===== config.mk =====
export PLATFORM = sky130hd
export DESIGN_NAME = ex_mem_stage_flat
export DESIGN_NICKNAME = d
export VERILOG_FILES = /design/src/rtl/ex_mem_stage_if.sv /design/src/rtl/ex_mem_stage.sv /design/src/flat_wrapper.sv
export SDC_FILE = /design/constraint.sdc
export NUM_CORES = 1
export LEC_CHECK = 0
export BUFFER_PORTS_ARGS = -buffer_cell sky130_fd_sc_hd__buf_4
export CORE_MARGIN = 1.5
export CORE_UTILIZATION = 55
export DETAILED_ROUTE_END_ITERATION = 7
export PLACE_DENSITY = 0.8
export SLEW_MARGIN = 20
export SYNTH_ARGS = -nofsm -noshare
export SYNTH_HDL_FRONTEND = slang
export SYNTH_SLANG_ARGS = --single-unit
export TNS_END_PERCENT = 1

===== constraint.sdc =====
create_clock -name clock -period 2.5 [get_ports clock]
set_input_delay 0.5 -clock clock [delete_from_list [all_inputs] [get_ports clock]]
set_output_delay 0.5 -clock clock [all_outputs]
set_load 0.03 [all_outputs]

===== src/rtl/ex_mem_stage_if.sv =====
// ex_mem_stage_if - handshake and payload bundle for the EX/MEM pipeline stage.
//   Upstream (EX) side : in_valid, in_ready, flush and the *_in payload/controls.
//   Downstream (MEM)   : out_valid, out_ready, the registered payload/controls.
//   stall_count        : saturating back-pressure cycle count.
// Modports: slave = the stage itself, master = the surrounding pipeline/bench.
interface ex_mem_stage_if #(
  parameter int DATA_W     = 32,
  parameter int REG_ADDR_W = 4,
  parameter int MEMTOREG_W = 2,
  parameter int CNT_W      = 16
);
  logic                  in_valid;
  logic                  in_ready;
  logic                  flush;
  logic [DATA_W-1:0]     ALUResult_in;
  logic [DATA_W-1:0]     registerFileDataB_in;
  logic [DATA_W-1:0]     pcpp_in;
  logic [REG_ADDR_W-1:0] registerFileWrite_in;
  logic [MEMTOREG_W-1:0] memToReg_in;
  logic                  memRead_in;
  logic                  memWrite_in;
  logic                  regWrite_in;

  logic                  out_valid;
  logic                  out_ready;
  logic [DATA_W-1:0]     ALUResult;
  logic [DATA_W-1:0]     registerFileDataB;
  logic [DATA_W-1:0]     pcpp;
  logic [REG_ADDR_W-1:0] registerFileWrite;
  logic [MEMTOREG_W-1:0] memToReg;
  logic                  memRead;
  logic                  memWrite;
  logic                  regWrite;
  logic [CNT_W-1:0]      stall_count;

  modport slave (
    input  in_valid, flush, ALUResult_in, registerFileDataB_in, pcpp_in,
           registerFileWrite_in, memToReg_in, memRead_in, memWrite_in,
           regWrite_in, out_ready,
    output in_ready, out_valid, ALUResult, registerFileDataB, pcpp,
           registerFileWrite, memToReg, memRead, memWrite, regWrite, stall_count
  );

  modport master (
    output in_valid, flush, ALUResult_in, registerFileDataB_in, pcpp_in,
           registerFileWrite_in, memToReg_in, memRead_in, memWrite_in,
           regWrite_in, out_ready,
    input  in_ready, out_valid, ALUResult, registerFileDataB, pcpp,
           registerFileWrite, memToReg, memRead, memWrite, regWrite, stall_count
  );
endinterface


===== src/rtl/ex_mem_stage.sv =====
// ex_mem_stage - EX/MEM pipeline register with valid/ready handshake and a
// 2-entry skid buffer (main entry M drives outputs, skid entry S absorbs the
// one instruction accepted while MEM stalls). All state changes on the
// falling edge of clock; reset_n is asynchronous active-low.
// Ports:
//   clock   - stage clock (falling-edge active)
//   reset_n - asynchronous active-low reset
//   bus     - ex_mem_stage_if.slave: handshake, flush, payload in/out,
//             gated control strobes and the saturating stall counter.
module ex_mem_stage #(
  parameter int DATA_W     = 32,
  parameter int REG_ADDR_W = 4,
  parameter int MEMTOREG_W = 2,
  parameter int CNT_W      = 16
) (
  input logic           clock,
  input logic           reset_n,
  ex_mem_stage_if.slave bus
);
  // Packed entry layout: {ALU, dataB, pcpp, rd, memToReg, memRead, memWrite, regWrite}
  localparam int PW = 3*DATA_W + REG_ADDR_W + MEMTOREG_W + 3;

  typedef enum logic [1:0] {EMPTY = 2'd0, HALF = 2'd1, FULL = 2'd2} state_t;

  state_t           r_state;
  logic [PW-1:0]    r_m;
  logic [PW-1:0]    r_s;
  logic             r_in_ready;
  logic [CNT_W-1:0] r_stall_cnt;

  logic [PW-1:0]    w_in_entry;
  logic             w_out_valid;
  logic             w_in_fire;
  logic             w_out_fire;

  assign w_in_entry = {bus.ALUResult_in, bus.registerFileDataB_in, bus.pcpp_in,
                       bus.registerFileWrite_in, bus.memToReg_in,
                       bus.memRead_in, bus.memWrite_in, bus.regWrite_in};

  assign w_out_valid = (r_state != EMPTY);
  assign w_in_fire   = bus.in_valid & r_in_ready;
  assign w_out_fire  = w_out_valid & bus.out_ready;

  always_ff @(negedge clock or negedge reset_n) begin
    if (!reset_n) begin
      r_state     <= EMPTY;
      r_m         <= '0;
      r_s         <= '0;
      r_in_ready  <= 1'b0;
      r_stall_cnt <= '0;
    end else begin
      // Counts every edge on which MEM held off a valid instruction,
      // independent of flush.
      if (w_out_valid && !bus.out_ready && (r_stall_cnt != {CNT_W{1'b1}}))
        r_stall_cnt <= r_stall_cnt + CNT_W'(1);

      if (bus.flush) begin
        // Payload in r_m is kept so outputs stay defined; strobes are gated
        // off by out_valid going low.
        r_state    <= EMPTY;
        r_in_ready <= 1'b1;
      end else begin
        case (r_state)
          EMPTY: begin
            r_in_ready <= 1'b1;
            if (w_in_fire) begin
              r_m     <= w_in_entry;
              r_state <= HALF;
            end
          end
          HALF: begin
            if (w_in_fire && w_out_fire) begin
              r_m <= w_in_entry;
            end else if (w_out_fire) begin
              r_state <= EMPTY;
            end else if (w_in_fire) begin
              // MEM stalled: park the new instruction behind M.
              r_s        <= w_in_entry;
              r_state    <= FULL;
              r_in_ready <= 1'b0;
            end
          end
          FULL: begin
            // in_ready is low here, so only the drain path exists.
            if (w_out_fire) begin
              r_m        <= r_s;
              r_state    <= HALF;
              r_in_ready <= 1'b1;
            end
          end
          default: begin
            r_state    <= EMPTY;
            r_in_ready <= 1'b1;
          end
        endcase
      end
    end
  end

  assign bus.in_ready          = r_in_ready;
  assign bus.out_valid         = w_out_valid;
  assign bus.ALUResult         = r_m[PW-1 -: DATA_W];
  assign bus.registerFileDataB = r_m[PW-1-DATA_W -: DATA_W];
  assign bus.pcpp              = r_m[PW-1-2*DATA_W -: DATA_W];
  assign bus.registerFileWrite = r_m[MEMTOREG_W+3 +: REG_ADDR_W];
  assign bus.memToReg          = r_m[3 +: MEMTOREG_W];
  // Strobes must never fire on a bubble.
  assign bus.memRead           = r_m[2] & w_out_valid;
  assign bus.memWrite          = r_m[1] & w_out_valid;
  assign bus.regWrite          = r_m[0] & w_out_valid;
  assign bus.stall_count       = r_stall_cnt;
endmodule


===== src/flat_wrapper.sv =====
// flat-port wrapper written by rule: the top's interface ports become plain ports
module ex_mem_stage_flat 
#(
  parameter int DATA_W     = 32,
  parameter int REG_ADDR_W = 4,
  parameter int MEMTOREG_W = 2,
  parameter int CNT_W      = 16
)
  (clock, reset_n, bus_in_valid, bus_flush, bus_ALUResult_in, bus_registerFileDataB_in, bus_pcpp_in, bus_registerFileWrite_in, bus_memToReg_in, bus_memRead_in, bus_memWrite_in, bus_regWrite_in, bus_out_ready, bus_in_ready, bus_out_valid, bus_ALUResult, bus_registerFileDataB, bus_pcpp, bus_registerFileWrite, bus_memToReg, bus_memRead, bus_memWrite, bus_regWrite, bus_stall_count);
  ex_mem_stage_if #(.DATA_W(DATA_W), .REG_ADDR_W(REG_ADDR_W), .MEMTOREG_W(MEMTOREG_W), .CNT_W(CNT_W)) bus_i ();
  input logic clock;
  input logic reset_n;
  input wire logic [$bits(bus_i.in_valid)-1:0] bus_in_valid;
  input wire logic [$bits(bus_i.flush)-1:0] bus_flush;
  input wire logic [$bits(bus_i.ALUResult_in)-1:0] bus_ALUResult_in;
  input wire logic [$bits(bus_i.registerFileDataB_in)-1:0] bus_registerFileDataB_in;
  input wire logic [$bits(bus_i.pcpp_in)-1:0] bus_pcpp_in;
  input wire logic [$bits(bus_i.registerFileWrite_in)-1:0] bus_registerFileWrite_in;
  input wire logic [$bits(bus_i.memToReg_in)-1:0] bus_memToReg_in;
  input wire logic [$bits(bus_i.memRead_in)-1:0] bus_memRead_in;
  input wire logic [$bits(bus_i.memWrite_in)-1:0] bus_memWrite_in;
  input wire logic [$bits(bus_i.regWrite_in)-1:0] bus_regWrite_in;
  input wire logic [$bits(bus_i.out_ready)-1:0] bus_out_ready;
  output wire logic [$bits(bus_i.in_ready)-1:0] bus_in_ready;
  output wire logic [$bits(bus_i.out_valid)-1:0] bus_out_valid;
  output wire logic [$bits(bus_i.ALUResult)-1:0] bus_ALUResult;
  output wire logic [$bits(bus_i.registerFileDataB)-1:0] bus_registerFileDataB;
  output wire logic [$bits(bus_i.pcpp)-1:0] bus_pcpp;
  output wire logic [$bits(bus_i.registerFileWrite)-1:0] bus_registerFileWrite;
  output wire logic [$bits(bus_i.memToReg)-1:0] bus_memToReg;
  output wire logic [$bits(bus_i.memRead)-1:0] bus_memRead;
  output wire logic [$bits(bus_i.memWrite)-1:0] bus_memWrite;
  output wire logic [$bits(bus_i.regWrite)-1:0] bus_regWrite;
  output wire logic [$bits(bus_i.stall_count)-1:0] bus_stall_count;
  assign bus_i.in_valid = bus_in_valid;
  assign bus_i.flush = bus_flush;
  assign bus_i.ALUResult_in = bus_ALUResult_in;
  assign bus_i.registerFileDataB_in = bus_registerFileDataB_in;
  assign bus_i.pcpp_in = bus_pcpp_in;
  assign bus_i.registerFileWrite_in = bus_registerFileWrite_in;
  assign bus_i.memToReg_in = bus_memToReg_in;
  assign bus_i.memRead_in = bus_memRead_in;
  assign bus_i.memWrite_in = bus_memWrite_in;
  assign bus_i.regWrite_in = bus_regWrite_in;
  assign bus_i.out_ready = bus_out_ready;
  assign bus_in_ready = bus_i.in_ready;
  assign bus_out_valid = bus_i.out_valid;
  assign bus_ALUResult = bus_i.ALUResult;
  assign bus_registerFileDataB = bus_i.registerFileDataB;
  assign bus_pcpp = bus_i.pcpp;
  assign bus_registerFileWrite = bus_i.registerFileWrite;
  assign bus_memToReg = bus_i.memToReg;
  assign bus_memRead = bus_i.memRead;
  assign bus_memWrite = bus_i.memWrite;
  assign bus_regWrite = bus_i.regWrite;
  assign bus_stall_count = bus_i.stall_count;
  ex_mem_stage #(.DATA_W(DATA_W), .REG_ADDR_W(REG_ADDR_W), .MEMTOREG_W(MEMTOREG_W), .CNT_W(CNT_W)) u_core (.clock(clock), .reset_n(reset_n), .bus(bus_i));
endmodule

After elaboration in Yosys (flattened, before gate mapping)
Cells that the tools add are included.
{"block": "classes", "n_addsub": 1, "eq_ne": 12, "muxes": 17, "n_bitwise": 8, "reduce_logical": 11}
{"op": "two-way mux 105 bit", "count": 3}
{"op": "one-hot mux 105 bit (3 select lines)", "count": 1}
{"op": "adder 16 x 1 -> 16 bit, second input constant", "count": 1}
{"op": "!= test 16 bit, second input constant", "count": 1}
{"op": "two-way mux 2 bit", "count": 6}
{"op": "AND reduction 5 bit", "count": 2}
{"op": "!= test 3 x 2 -> 1 bit, second input constant", "count": 3}
{"op": "AND reduction 4 bit", "count": 2}
{"op": "!= test 2 x 1 -> 1 bit, second input constant", "count": 3}
{"op": "!= test 3 bit, second input constant", "count": 2}
{"op": "one-hot mux 2 bit (3 select lines)", "count": 1}
{"op": "AND 1 bit", "count": 5}
{"op": "two-way mux 1 bit", "count": 5}
{"op": "!= test 4 x 2 -> 1 bit, second input constant", "count": 1}
{"op": "logical AND 1 bit", "count": 3}
{"op": "inverter 1 bit", "count": 3}
{"op": "nonzero test 3 bit", "count": 1}
{"op": "== test 2 x 1 -> 1 bit, second input constant", "count": 1}
{"op": "== test 2 bit, second input constant", "count": 1}
{"op": "zero test 2 bit", "count": 1}
{"op": "one-hot mux 1 bit (2 select lines)", "count": 1}
{"op": "nonzero test 2 bit", "count": 1}
{"op": "zero test 1 bit", "count": 1}
{"block": "totals", "regBits": 229, "input_bits": 110, "out_inout_bits": 123, "wordCells": 54}

Logic depth before layout (Yosys ltp)
{"block": "depth", "depth_word": 6, "ltp_mapped": 8, "depth_no_buf": 5}

==> qor.txt <==
routability cong.: 0.863
Chip Width: 143 microns
Core Box Area: 19300 sq um
count leader, synth: mux2_2
Iter 0 DRT Violations: 182
layout cells sized above 1: 70.0%
Hold Path Stages: 1
Yosys top cell by area: dfrtn_1
hold path endpoint: u_core.r_s[2]
Slew @ Worst Pin: 0.409 ns
M1 wire length: 9690 microns
RR Startpoint: u_core.bus.stall_count[0]
final setup fails: 241
CP arrival: 2.64 ns
PwrDens: 888 nW/um^2
grt total ovfl: 0
fin. max-slew vios: 0
Synth Net Count: 879
Vias/cell: 5.26
CTS root buffer: clkbuf_16
Syn Area/Cell: 14.0 sq um
worst skew pair latency: 0.52 ns
CP Class: reg2out
synth unique cells: 41
site row count: 51
final net count: 1067
top cells by area, synth: dfrtn_1, mux2_2, buf_4
iteration count of the initial detailed-routing pass: 4
Hold Slack: 0.448 ns
routed wl met3: 1610 microns
Post-Place Cells: 1194
skew final: 0.0144 ns
Routed WL: 22900 microns
synth cell count leaders: mux2_2, dfrtn_1, buf_4
CP Max Fanout: 5
Reg2Reg Capture Point: u_core.bus.stall_count[1]
Max Buffers Root-to-Sink: 3
CTS tree: built
Synthesis Warnings: 0
total vias in the final route: 6516
first-pass GRT wire length: 35800 microns
die area: 20500 sq um
DR WL/cell: 18.5 microns
Synth-to-Final Area Change: 33.7%
Clock transition at path regs: 0.05 ns
type of the worst min-delay path: reg2reg
post-detail-place hpwl: 15300 microns
Slew Limit Headroom: 72.7%
overall die height: 143 microns
register area share after synthesis: 53.1%
fin cells: 1238
Met2 Wirelength: 11100 microns
Synth top area share: 53.1%
Post-Synthesis Cell Area: 10800 sq um
Num CTS Buffers: 25
R2R Setup Slk: 0.22 ns
H-tree level count: 1
Global Route Usage Sum: 21.8%
vias in the first global route: 6893
largest net degree at the start of global routing: 65
ys async rst share: 100%
failing checks: negative setup slack
Worst Reg-to-Reg Cells: 6
ys flop type: dfrtn_1
DRC Markers: 0
critical path data required time: 2.00 ns
worst vdd ir: 677 uV
hold_sp: u_core.r_s[2]
diode count: 0
RSZ-0062 raised after global routing: true
Leak: 0.00692 uW
IO Pins: 233
status: finished, violations left
Final WS setup: -0.644 ns
clk sinks: 229
initial antenna violation count: 0
antenna viol nets, final: 0
max_cap viols: 0
Starting Density: 55.8%
PortBufs: 232
Top Metal Used: met4
crit path capture type: primary output
Synth Instances: 768
crit path launch type: register
Final Hold Violating Endpoints: 0
Post-synth EDFFs: 0
post-synthesis register bit count: 229
==> through the flow <==
stage	area, sq um	TNS, ns	setup slack (ns)	total power [uW]	util [%]
after global placement	12900	-129.78	-0.634	8540	66.7
after CTS	14300	-50.17	-0.664	12800	74.1
after global routing	14400	-54.99	-0.690	13400	74.6
after detailed placement	12900	-134.09	-0.667	8670	66.7
final	14400	-46.91	-0.644	12800	74.6
after floorplan	11000	-105.95	-0.537	7820	-
==> kinds of logic (layout without fill, tap and decap cells) <==
kind of cell	Yosys count	after routing	share of synthesized area, %
buf+inv	143	348	8.97
mux	320	320	33.4
compound gates	14	14	0.905
fa+ha+maj	1	1	0.116
xor+xnor	10	10	0.812
flops	229	229	53.1
simple gates	51	51	2.66
==> state kept, by name (all words and copies together), names as in the netlist <==
register / cells
u_core.r_m: 105
u_core.bus.in_ready: 1
u_core.r_state: 2
u_core.r_s: 105
u_core.bus.stall_count: 16
==> worst max-delay path, stage by stage, from the launching register on <==
cell	delay [ns]
dfrtn_1	0.37
nor2_4	0.29
nor2b_4	0.08
buf_6	0.14
==> per-layer routing <==
metal  up-vias  track usage, %
li1       2979               -
met1      3317            28.2
met2       186            36.1
met3        34            6.14
met4         0            5.26
met5         -               0
==> worst max-delay path by stage <==
stage,from,endpoint,slack (ns),cells past startpoint
after global placement,bus_in_valid,u_core.r_s[9],-0.63,7
after global routing,u_core.r_state[0],bus_memRead,-0.69,3
after floorplan,bus_out_ready,u_core.r_m[100],-0.54,7
after detailed placement,bus_in_valid,u_core.r_s[8],-0.67,7
after CTS,u_core.r_state[0],bus_memWrite,-0.66,3
final,u_core.r_state[0],bus_memWrite,-0.64,3
==> repair_timing <==
action / 4_1_cts / 5_1_grt
pin swaps: 2 / 0
buffers inserted: 2 / 0
hold buffers: 0 / 0
gates resized for setup: 158 / 26
setup endpoints to repair: 313 / 317
==> layout make-up <==
cell class / instances / area [sq um]
Sequential cell: 229 / 5730
Fill cell: 1208 / 4910
Multi-Input combinational cell: 396 / 4510
Timing Repair Buffer: 300 / 3010
Clock buffer: 30 / 674
Tap cell: 265 / 332
Clock inverter: 14 / 158
Inverter: 4 / 15.0
==> report_power, final <==
part | switching (uW) | internal, uW
Sequential | 603 | 4740
Clock | 1490 | 2230
Combinational | 1660 | 2070
Total | 3760 | 9050
==> cells in the final DEF (no fill, tap or decap), drive strengths merged, types with 3 or more instances in the layout <==
cell type,n
mux2,319
buf,300
dfrtn,229
clkbuf,30
xnor2,9
nand2,9
nand3,8
clkinv,8
nor2,7
nand4,6
inv,5
nor2b,4
nor3,4
a21oi,3
bufinv,3
and3,3
No activity file was read; power rests on OpenSTA's default activity.
